===== src/rtl/wb_write_arbiter_if.sv =====
// Signal bundle between the writeback arbiter and its producers/consumers:
// ALU results, long-latency results, issue/decode scoreboard traffic and the register-file write port.
interface wb_write_arbiter_if #(
  parameter int DATA_WIDTH = 32
);
  logic                  alu_valid;
  logic [4:0]            alu_rd;
  logic [DATA_WIDTH-1:0] alu_data;

  logic                  ldu_valid;
  logic                  ldu_ready;
  logic [4:0]            ldu_rd;
  logic [DATA_WIDTH-1:0] ldu_data;

  logic                  issue_valid;
  logic [4:0]            issue_rd;

  logic [4:0]            rs1_addr;
  logic [4:0]            rs2_addr;
  logic                  rs1_busy;
  logic                  rs2_busy;

  logic                  regWrite;
  logic [4:0]            writeAddr;
  logic [DATA_WIDTH-1:0] writeData;
  logic                  idle;

  modport slave (
    input  alu_valid, alu_rd, alu_data,
    input  ldu_valid, ldu_rd, ldu_data,
    output ldu_ready,
    input  issue_valid, issue_rd,
    input  rs1_addr, rs2_addr,
    output rs1_busy, rs2_busy,
    output regWrite, writeAddr, writeData, idle
  );

  modport master (
    output alu_valid, alu_rd, alu_data,
    output ldu_valid, ldu_rd, ldu_data,
    input  ldu_ready,
    output issue_valid, issue_rd,
    output rs1_addr, rs2_addr,
    input  rs1_busy, rs2_busy,
    input  regWrite, writeAddr, writeData, idle
  );
endinterface


===== src/rtl/wb_write_arbiter.sv =====
// Merges ALU and long-latency results onto one registered register-file write port.
// Also tracks destinations whose long-latency write is still outstanding.
module wb_write_arbiter #(
  parameter int DATA_WIDTH = 32,
  parameter int FIFO_DEPTH = 2
) (
  input  logic               i_clk,
  input  logic               i_rst,
  wb_write_arbiter_if.slave  bus
);
  localparam int PW = (FIFO_DEPTH > 1) ? $clog2(FIFO_DEPTH) : 1;
  localparam int CW = $clog2(FIFO_DEPTH + 1);

  logic [4:0]            r_fifo_rd   [FIFO_DEPTH];
  logic [DATA_WIDTH-1:0] r_fifo_data [FIFO_DEPTH];
  logic [PW-1:0]         r_wr_ptr;
  logic [PW-1:0]         r_rd_ptr;
  logic [CW-1:0]         r_count;
  logic [31:0]           r_pending;
  logic                  r_reg_write;
  logic [4:0]            r_write_addr;
  logic [DATA_WIDTH-1:0] r_write_data;

  logic                  w_ldu_ready;
  logic                  w_push;
  logic                  w_pop;
  logic                  w_alu_win;
  logic [4:0]            w_head_rd;
  logic [DATA_WIDTH-1:0] w_head_data;
  logic [31:0]           w_pending_nxt;

  // Ready looks only at the registered count: a same-cycle pop gives no credit.
  assign w_ldu_ready = (r_count < CW'(FIFO_DEPTH));
  assign w_alu_win   = bus.alu_valid && (bus.alu_rd != 5'd0);
  assign w_push      = bus.ldu_valid && w_ldu_ready && (bus.ldu_rd != 5'd0);
  assign w_pop       = !w_alu_win && (r_count != '0);
  assign w_head_rd   = r_fifo_rd[r_rd_ptr];
  assign w_head_data = r_fifo_data[r_rd_ptr];

  // Clear first, then set, so a re-issue of the register being retired stays pending.
  always_comb begin
    w_pending_nxt = r_pending;
    if (w_pop)
      w_pending_nxt[w_head_rd] = 1'b0;
    if (bus.issue_valid && (bus.issue_rd != 5'd0))
      w_pending_nxt[bus.issue_rd] = 1'b1;
  end

  always_ff @(posedge i_clk) begin
    if (w_push && !i_rst) begin
      r_fifo_rd[r_wr_ptr]   <= bus.ldu_rd;
      r_fifo_data[r_wr_ptr] <= bus.ldu_data;
    end
  end

  always_ff @(posedge i_clk) begin
    if (i_rst) begin
      r_wr_ptr     <= '0;
      r_rd_ptr     <= '0;
      r_count      <= '0;
      r_pending    <= '0;
      r_reg_write  <= 1'b0;
      r_write_addr <= '0;
      r_write_data <= '0;
    end else begin
      r_pending <= w_pending_nxt;
      if (w_push)
        r_wr_ptr <= r_wr_ptr + 1'b1;
      if (w_pop)
        r_rd_ptr <= r_rd_ptr + 1'b1;
      case ({w_push, w_pop})
        2'b10:   r_count <= r_count + 1'b1;
        2'b01:   r_count <= r_count - 1'b1;
        default: r_count <= r_count;
      endcase

      if (w_alu_win) begin
        r_reg_write  <= 1'b1;
        r_write_addr <= bus.alu_rd;
        r_write_data <= bus.alu_data;
      end else if (w_pop) begin
        r_reg_write  <= 1'b1;
        r_write_addr <= w_head_rd;
        r_write_data <= w_head_data;
      end else begin
        r_reg_write  <= 1'b0;
      end
    end
  end

  assign bus.ldu_ready = w_ldu_ready;
  assign bus.rs1_busy  = r_pending[bus.rs1_addr];
  assign bus.rs2_busy  = r_pending[bus.rs2_addr];
  assign bus.regWrite  = r_reg_write;
  assign bus.writeAddr = r_write_addr;
  assign bus.writeData = r_write_data;
  assign bus.idle      = (r_count == '0) && (r_pending == '0);
endmodule


===== src/flat_wrapper.sv =====
// flat-port wrapper written by rule: the top's interface ports become plain ports
module wb_write_arbiter_flat 
#(
  parameter int DATA_WIDTH = 32,
  parameter int FIFO_DEPTH = 2
)
  (i_clk, i_rst, bus_alu_valid, bus_alu_rd, bus_alu_data, bus_ldu_valid, bus_ldu_rd, bus_ldu_data, bus_ldu_ready, bus_issue_valid, bus_issue_rd, bus_rs1_addr, bus_rs2_addr, bus_rs1_busy, bus_rs2_busy, bus_regWrite, bus_writeAddr, bus_writeData, bus_idle);
  wb_write_arbiter_if #(.DATA_WIDTH(DATA_WIDTH)) bus_i ();
  input  logic i_clk;
  input  logic i_rst;
  input wire logic [$bits(bus_i.alu_valid)-1:0] bus_alu_valid;
  input wire logic [$bits(bus_i.alu_rd)-1:0] bus_alu_rd;
  input wire logic [$bits(bus_i.alu_data)-1:0] bus_alu_data;
  input wire logic [$bits(bus_i.ldu_valid)-1:0] bus_ldu_valid;
  input wire logic [$bits(bus_i.ldu_rd)-1:0] bus_ldu_rd;
  input wire logic [$bits(bus_i.ldu_data)-1:0] bus_ldu_data;
  output wire logic [$bits(bus_i.ldu_ready)-1:0] bus_ldu_ready;
  input wire logic [$bits(bus_i.issue_valid)-1:0] bus_issue_valid;
  input wire logic [$bits(bus_i.issue_rd)-1:0] bus_issue_rd;
  input wire logic [$bits(bus_i.rs1_addr)-1:0] bus_rs1_addr;
  input wire logic [$bits(bus_i.rs2_addr)-1:0] bus_rs2_addr;
  output wire logic [$bits(bus_i.rs1_busy)-1:0] bus_rs1_busy;
  output wire logic [$bits(bus_i.rs2_busy)-1:0] bus_rs2_busy;
  output wire logic [$bits(bus_i.regWrite)-1:0] bus_regWrite;
  output wire logic [$bits(bus_i.writeAddr)-1:0] bus_writeAddr;
  output wire logic [$bits(bus_i.writeData)-1:0] bus_writeData;
  output wire logic [$bits(bus_i.idle)-1:0] bus_idle;
  assign bus_i.alu_valid = bus_alu_valid;
  assign bus_i.alu_rd = bus_alu_rd;
  assign bus_i.alu_data = bus_alu_data;
  assign bus_i.ldu_valid = bus_ldu_valid;
  assign bus_i.ldu_rd = bus_ldu_rd;
  assign bus_i.ldu_data = bus_ldu_data;
  assign bus_ldu_ready = bus_i.ldu_ready;
  assign bus_i.issue_valid = bus_issue_valid;
  assign bus_i.issue_rd = bus_issue_rd;
  assign bus_i.rs1_addr = bus_rs1_addr;
  assign bus_i.rs2_addr = bus_rs2_addr;
  assign bus_rs1_busy = bus_i.rs1_busy;
  assign bus_rs2_busy = bus_i.rs2_busy;
  assign bus_regWrite = bus_i.regWrite;
  assign bus_writeAddr = bus_i.writeAddr;
  assign bus_writeData = bus_i.writeData;
  assign bus_idle = bus_i.idle;
  wb_write_arbiter #(.DATA_WIDTH(DATA_WIDTH), .FIFO_DEPTH(FIFO_DEPTH)) u_core (.i_clk(i_clk), .i_rst(i_rst), .bus(bus_i));
endmodule

===== config.mk =====
export PLATFORM = sky130hd
export DESIGN_NAME = wb_write_arbiter_flat
export DESIGN_NICKNAME = d
export VERILOG_FILES = /design/src/rtl/wb_write_arbiter_if.sv /design/src/rtl/wb_write_arbiter.sv /design/src/flat_wrapper.sv
export SDC_FILE = /design/constraint.sdc
export NUM_CORES = 1
export LEC_CHECK = 0
export CAP_MARGIN = 20
export CORE_ASPECT_RATIO = 0.6
export CORE_UTILIZATION = 41
export CTS_BUF_LIST = sky130_fd_sc_hd__clkbuf_8
export DETAILED_ROUTE_END_ITERATION = 8
export HOLD_SLACK_MARGIN = 0.15
export PLACE_DENSITY = 0.63
export SETUP_SLACK_MARGIN = 0.05
export SYNTH_ARGS = -nofsm -noshare
export SYNTH_HDL_FRONTEND = slang
export SYNTH_SLANG_ARGS = --single-unit

===== constraint.sdc =====
create_clock -name i_clk -period 8.2 [get_ports i_clk]
set_clock_uncertainty 0.15 [all_clocks]
set_input_delay 1.23 -clock i_clk [delete_from_list [all_inputs] [get_ports i_clk]]
set_output_delay 1.23 -clock i_clk [all_outputs]
set_load 0.005 [all_outputs]

==> key figures <==
Timing
  • Post-layout minimum cycle time: 5130 ps
  • Hold Slack: 379 ps
  • Unrepaired setup endpoints after global routing: false
  • Final hold violation count: 0
  • Relative slew margins: between 30 and 40%
  • Aggregate negative setup slack: 0 ps
  • Slew at the pin with the worst max-slew slack: 1030 ps
  • Max Fclk: 195 MHz
  • Final-report max-slew violation count: 0
  • Final period util: 62.6%
  • Total setup violations reported at the end of the flow: 0

Worst setup path
  • Worst Path Arrival: 3750 ps
  • Crit path launch type: input port
  • Register-to-Register Path Depth: 5
  • Most prevalent standard cell on the critical path: clkdlybuf4s50_1
  • Worst Path Required: 6820 ps
  • Maximum fanout count along the critical path: 8
  • Critical path launch point: bus_rs2_addr[1]
  • Critical path's slowest cell: clkdlybuf4s50_1
  • Largest incremental delay on the critical path: 780 ps
  • Type of the worst setup path: input port to output pin
  • Setup crit end kind: output pin
  • Capture point of the worst path: bus_rs2_busy
  • CP Cell Sequence: clkdlybuf4s50_1 -> mux4_2 -> nor2b_1 -> a2111oi_0 -> nor4_1 -> clkdlybuf4s50_1
  • Setup slack, reg-to-reg: 5280 ps
  • End of the worst register-to-register path: u_core.r_pending[20]

Final layout
  • Most common library cell in the layout ignoring fill and taps: clkdlybuf4s50_1
  • Post-layout net count: 788
  • Layout Utilization: 54.3%
  • Finished layout cell area: roughly 8400 sq um
  • Share of layout cells above drive strength 1: 9.63%
  • Antenna fix cells: 0
  • Layout area overhead: 28.6%
  • Most used cells in the layout excluding fill and tap cells: clkdlybuf4s50_1, nand2_1, dfxtp_1, edfxtp_1, a21oi_1

Clocking
  • TritonCTS Sinks: 149
  • Setup Buffers After CTS: 0
  • Maximum root-to-sink buffer count: 2
  • CTS HTree Levels: 4
  • Count of instances resized after the clock tree is built: 0
  • Root Buffer: clkbuf_8
  • CTS tree: yes
  • Later-pin clock latency in the skew report: 430 ps
  • Inserted Clock Buffers: 17
  • Clock-pin slew reported for the worst setup and hold paths after clock tree synthesis: approximately 90 ps
  • Count of hold buffers inserted by post-cts repair: 0

Die
  • Die Height: about 100 um
  • Total die area: between 15000 and 20000 sq um
  • IO Count: 136
  • Std-Cell Core Area: 15500 sq um
  • Die outline width: 165 um
  • Row cnt: 35
  • Initial core utilization: a little over two fifths

Route
  • Vias post-DR: 5115
  • Length of routed met2 wiring: 7180 um
  • Initial DRT Pass Iterations: 5
  • Routed met3 length: 1830 um
  • Via count normalized by instance count: 5.63
  • Per-cell routed wire length: 19.4 um
  • Highest signal layer in the routed design: met4
  • Remaining antenna violation count after routing: 0
  • DRC viols: 0
  • Detailed Route WL: 17700 um
  • Initial drt markers: 457
  • Wire length the detailed router placed on met1: approximately 8600 um

GRT
  • Pin count of the biggest net entering global routing: between 70 and 80
  • Global-route total usage across every layer: 22.3%
  • Number of global-route vias before repair: 4987
  • Number of antenna violations at the first check in global routing: 1
  • First-pass GRT wire length: ~27000 um
  • Overflow left after global routing: 0

Run status
  • Run status: completed

Synth
  • Count of warnings emitted by yosys: 0
  • Sequential element share of the synthesized area: ~57%
  • Syn_nets: between 600 and 700
  • Post-Syn Area per Cell: 11.3 sq um
  • #FFs+latches synth: 149
  • Cell area after technology mapping: 6520 sq um
  • Yosys cell types: 40
  • Synth Instances: roughly 580

Power and ir drop
  • Switch Pwr: 665 uW
  • Share of power burned in the clock network: 27.8%
  • Sequential share of power: roughly 45%
  • Total internal power: between 1000 and 1500 uW
  • Switching Fraction: 32.3%
  • Maximum ir drop on the vdd rail: 184 uV
  • Total power per unit cell area: ~250 nW/um^2
  • Comb pwr share: 27.3%
  • Total design power: 2060 uW
  • Lkg Pwr: 0.00274 uW

Placement
  • Detailed Place HPWL: 12300 um
  • Last weighted congestion value of the routability-driven placer: just over 0.9
  • Area of placed instances: 7980 sq um
  • PortBufs: 135

Flow run
  • Max-Cap Viols: 0

Min path
  • HP Class: flop to flop
[per-stage QoR]
step / instances / worst slack (ps)
6_report: 909 / 3070
5_1_grt: 909 / 2910
4_1_cts: 908 / 3030
3_5_place_dp: 876 / 3020
3_3_place_gp: 876 / 3130
2_1_floorplan: 576 / 3230
[worst min-delay path by stage]
stage                                     from                    to  slack, ps  cells after the start
after floorplan           u_core.r_pending[15]  u_core.r_pending[15]        310                      2
after global placement         u_core.r_rd_ptr                  flop        330                      2
after detailed placement  u_core.r_pending[27]  u_core.r_pending[27]        360                      2
after CTS                 u_core.r_pending[27]  u_core.r_pending[27]        370                      2
after global routing      u_core.r_pending[24]  u_core.r_pending[24]        400                      2
final                     u_core.r_pending[27]  u_core.r_pending[27]        380                      2
[synth_stat cells]
cell / instances / area, sq um
nand3_1: 1 / 5.00
buf_1: 6 / 22.5
and3_1: 2 / 12.5
buf_4: 3 / 22.5
nor2_1: 13 / 48.8
nand2b_1: 3 / 18.8
o21ai_1: 1 / 5.00
and3b_1: 1 / 8.76
or4_1: 2 / 15.0
o41ai_1: 31 / 272
mux4_2: 16 / 360
clkbuf_1: 22 / 82.6
nand2_1: 111 / 417
o21a_4: 1 / 15.0
and2_1: 1 / 6.26
a32oi_1: 1 / 8.76
or4_4: 1 / 11.3
dfxtp_1: 75 / 1500
inv_1: 3 / 11.3
nor4_1: 11 / 68.8
nor3b_1: 6 / 45.0
or2_2: 2 / 12.5
nor2b_1: 4 / 25.0
a31oi_1: 1 / 6.26
buf_2: 9 / 45.0
mux2i_1: 38 / 380
xnor2_1: 1 / 8.76
mux2_2: 6 / 67.6
nor3_1: 4 / 20.0
o21ai_0: 2 / 10.0
a21oi_1: 73 / 365
buf_6: 3 / 33.8
a2111oi_0: 2 / 17.5
edfxtp_1: 74 / 2220
o211ai_1: 39 / 293
o32a_1: 1 / 10.0
ha_1: 1 / 12.5
nand4_1: 1 / 6.26
or3_1: 2 / 12.5
xor2_1: 2 / 17.5
[cell type report]
cell class / count / area, sq um
inverter: 3 / 11.3
tap: 203 / 254
timing repair buffer: 141 / 1400
fill: 1316 / 7070
multi-input combinational: 381 / 2600
sequential: 149 / 3720
clock buffer: 17 / 234
clock inverter: 15 / 169
[flip-flops by register name, indices dropped and copies added (netlist names), named ones only]
name and cells:
u_core.bus.regWrite 1, u_core.bus.writeAddr 5, u_core.bus.writeData 32, u_core.r_count 2, u_core.r_fifo_data 64, u_core.r_fifo_rd 10
u_core.r_pending 32, u_core.r_rd_ptr 1, u_core.r_wr_ptr 1
[power groups by stage]
stage / Sequential (uW) / Combinational (uW) / Clock (uW)
after floorplan: 924 / 344 / 0
after global placement: 937 / 553 / 0
after detailed placement: 942 / 563 / 0
after CTS: 926 / 565 / 590
after global routing: 935 / 622 / 623
final: 925 / 564 / 573
[cells by family after synthesis]
family	synth area share [%]
xor gates and xnor gates	0.403
and+or+nand+nor	11.2
adders and majority gates	0.192
buffers and inverters	3.34
muxes	12.4
AOI/OAI and AO/OA	15.4
DFF	57.1
[routing by layer]
metal | vias up | track usage [%]
li1 | 2433 | -
met1 | 2447 | 33.5
met2 | 225 | 30.7
met3 | 10 | 7.88
met4 | 0 | 4.09
met5 | - | 0
[critical path: cells and delay by family]
family	cells	cell delay [ps]
buf+inv	2	1240
mux	1	560
compound gates	1	460
simple gates	2	250
(Power assumes the default switching activity.)
==> RTL edit (same settings) <==
Reset style: asynchronous (`i_rst`), changed in one clocked block.
--- a/src/rtl/wb_write_arbiter.sv
+++ b/src/rtl/wb_write_arbiter.sv
@@ -53,7 +53,7 @@
     end
   end
 
-  always_ff @(posedge i_clk) begin
+  always_ff @(posedge i_clk or posedge i_rst) begin
     if (i_rst) begin
       r_wr_ptr     <= '0;
       r_rd_ptr     <= '0;
Check against the original RTL: differs if i_rst is asserted again (counterexample within 4 cycles, from zero or initial values and one cycle with i_rst high); with i_rst held inactive, the same outputs for 4 cycles.
==> RTL edit against the unedited design <==
Final area increased by 2.5%; clock power increased by 4.2%; routed wire length up 2.3%; largest cell class unchanged; worst setup slack improved by 0.090 ns; cell count is 4.3% higher; via count increased by 0.49%; synthesized area is 1.6% higher; total power rose by 25%; critical path depth up 1; register-to-register slack better by 0.65 ns; the run now ends with DRC left; sequential cell count down 1; highest routed layer is now met5.
==> RTL edit: results (changes against the unedited design) <==
Outcome - finished with violations
Failing checks - DRC
Post-synth ARST share - 50.00% (+50 points)
Proportion of layout cells with a drive suffix above 1 - 6.846% (-2.8 points)
Clk_lat worst skew - 0.45 ns (+0.02 ns)
Via count of the routed design - 5140 (+0.49%)
Post-synthesis sequential area ratio - 61.46% (+4.4 points)
Layout Nets - 827 (+4.9%)
Post-Syn Nets - 696 (+3.7%)
Yosys cell types - 38 (-5.0%)
Largest net degree at the start of global routing - 72 (-7.7%)
Met3 Wirelength - 1.805 mm (-1.6%)
Per-cell routed wire length - 19.06 µm (-1.9%)
Starting DRT DRC Count - 392 (-14%)
DRC - 4 (+4)
CORE AREA - 0.01559 mm² (+0.85%)
Crit-path max FO - 16 (+8)
Post-place instance area - 0.008168 mm² (+2.4%)
DP Worst Slack - 3.183 ns (+0.1629 ns)
Met1 GRT Util - 31.68% (-1.8 points)
First-pass GRT wire length - 28.22 mm (+2.8%)
VDD IR-drop max - 0.0001575 V (-14%)
HPWL Detailed - 12.94 mm (+5.2%)
Dpl cells - 916 (+4.6%)
First-pass DRT Iterations - 7 (+2)
Synth Register Bits - 148 (-0.67%)
Most frequent cells after synthesis - nand2_1 (116), dfrtp_1 (74), edfxtp_1 (74)
Area of the multi-input gates - 0.002427 mm² (-6.8%)
Period minus WS final - 5.042 ns (-0.08960 ns)
Static leakage - 3.391 nW (+24%)
Placer Congestion - 0.9234 (+0.64%)
Metal-1 WL - 8.385 mm (-2.1%)
DR WL met2 - 7.560 mm (+5.2%)
Slew @ Worst Pin - 0.9390 ns (-0.09575 ns)
Global Route Usage Sum - 22.63% (+0.36 points)
Layout Cells excl Fill - 948 (+4.3%)
Clock-cell share - 5.047% (+0.25 points)
Met2 usage - 32.65% (+2.0 points)
Number of multi-input logic gates - 420 (+10%)
Sequential Area - 0.004075 mm² (+9.4%)
DR top layer - met5
RTL edit: changes by cell type after synthesis, moves of 16 or more:
cell      unedited run  this run
dfxtp_1             75         0
o211ai_1            39         1
nor2_1              13        48
o41ai_1             31         0
mux2i_1             38        69
mux4_2              16         0
o21ai_0              2        52
o21ai_1              1        22
dfrtp_1              0        74
a21oi_1             73        40
RTL edit: final timing paths:
kind,from,to,depth (start not counted)
max,bus_rs2_addr[1],bus_rs2_busy,7
min,u_core.r_wr_ptr$_DFFE_PP0P_,u_core.r_wr_ptr$_DFFE_PP0P_,1
max reg2reg,u_core.r_count[1]$_DFFE_PP0P_,u_core.r_fifo_data[1][22]$_DFFE_PP_,4
min reg2reg,u_core.r_wr_ptr$_DFFE_PP0P_,u_core.r_wr_ptr$_DFFE_PP0P_,1
max in group asynchronous,i_rst,u_core.bus.writeData[29]$_DFFE_PP0P_,3
min in group asynchronous,i_rst,u_core.r_wr_ptr$_DFFE_PP0P_,2
RTL edit: power by group:
part	switching, mW	internal (mW)
Combinational	0.422	0.389
Sequential	0.215	0.962
Clock	0.332	0.265
Total	0.969	1.62
RTL edit: kinds of logic (layout without fill, tap and decap cells):
| group | after synthesis | in the layout | share of synthesized area [%] |
|---|---|---|---|
| simple gates | 213 | 213 | 14.23 |
| flops | 148 | 148 | 61.46 |
| compound gates | 130 | 130 | 10.49 |
| mux | 71 | 71 | 10.76 |
| buf+inv | 33 | 177 | 2.208 |
| xor+xnor | 5 | 5 | 0.6606 |
| fa+ha+maj | 1 | 1 | 0.1887 |
RTL edit: critical path, stage by stage:
cell and delay, ns:
clkdlybuf4s50_1 1.09, mux2i_1 0.27, a22oi_1 0.11, nand4b_1 0.12
a21oi_1 0.05, a311o_1 0.34, clkdlybuf4s50_1 0.45
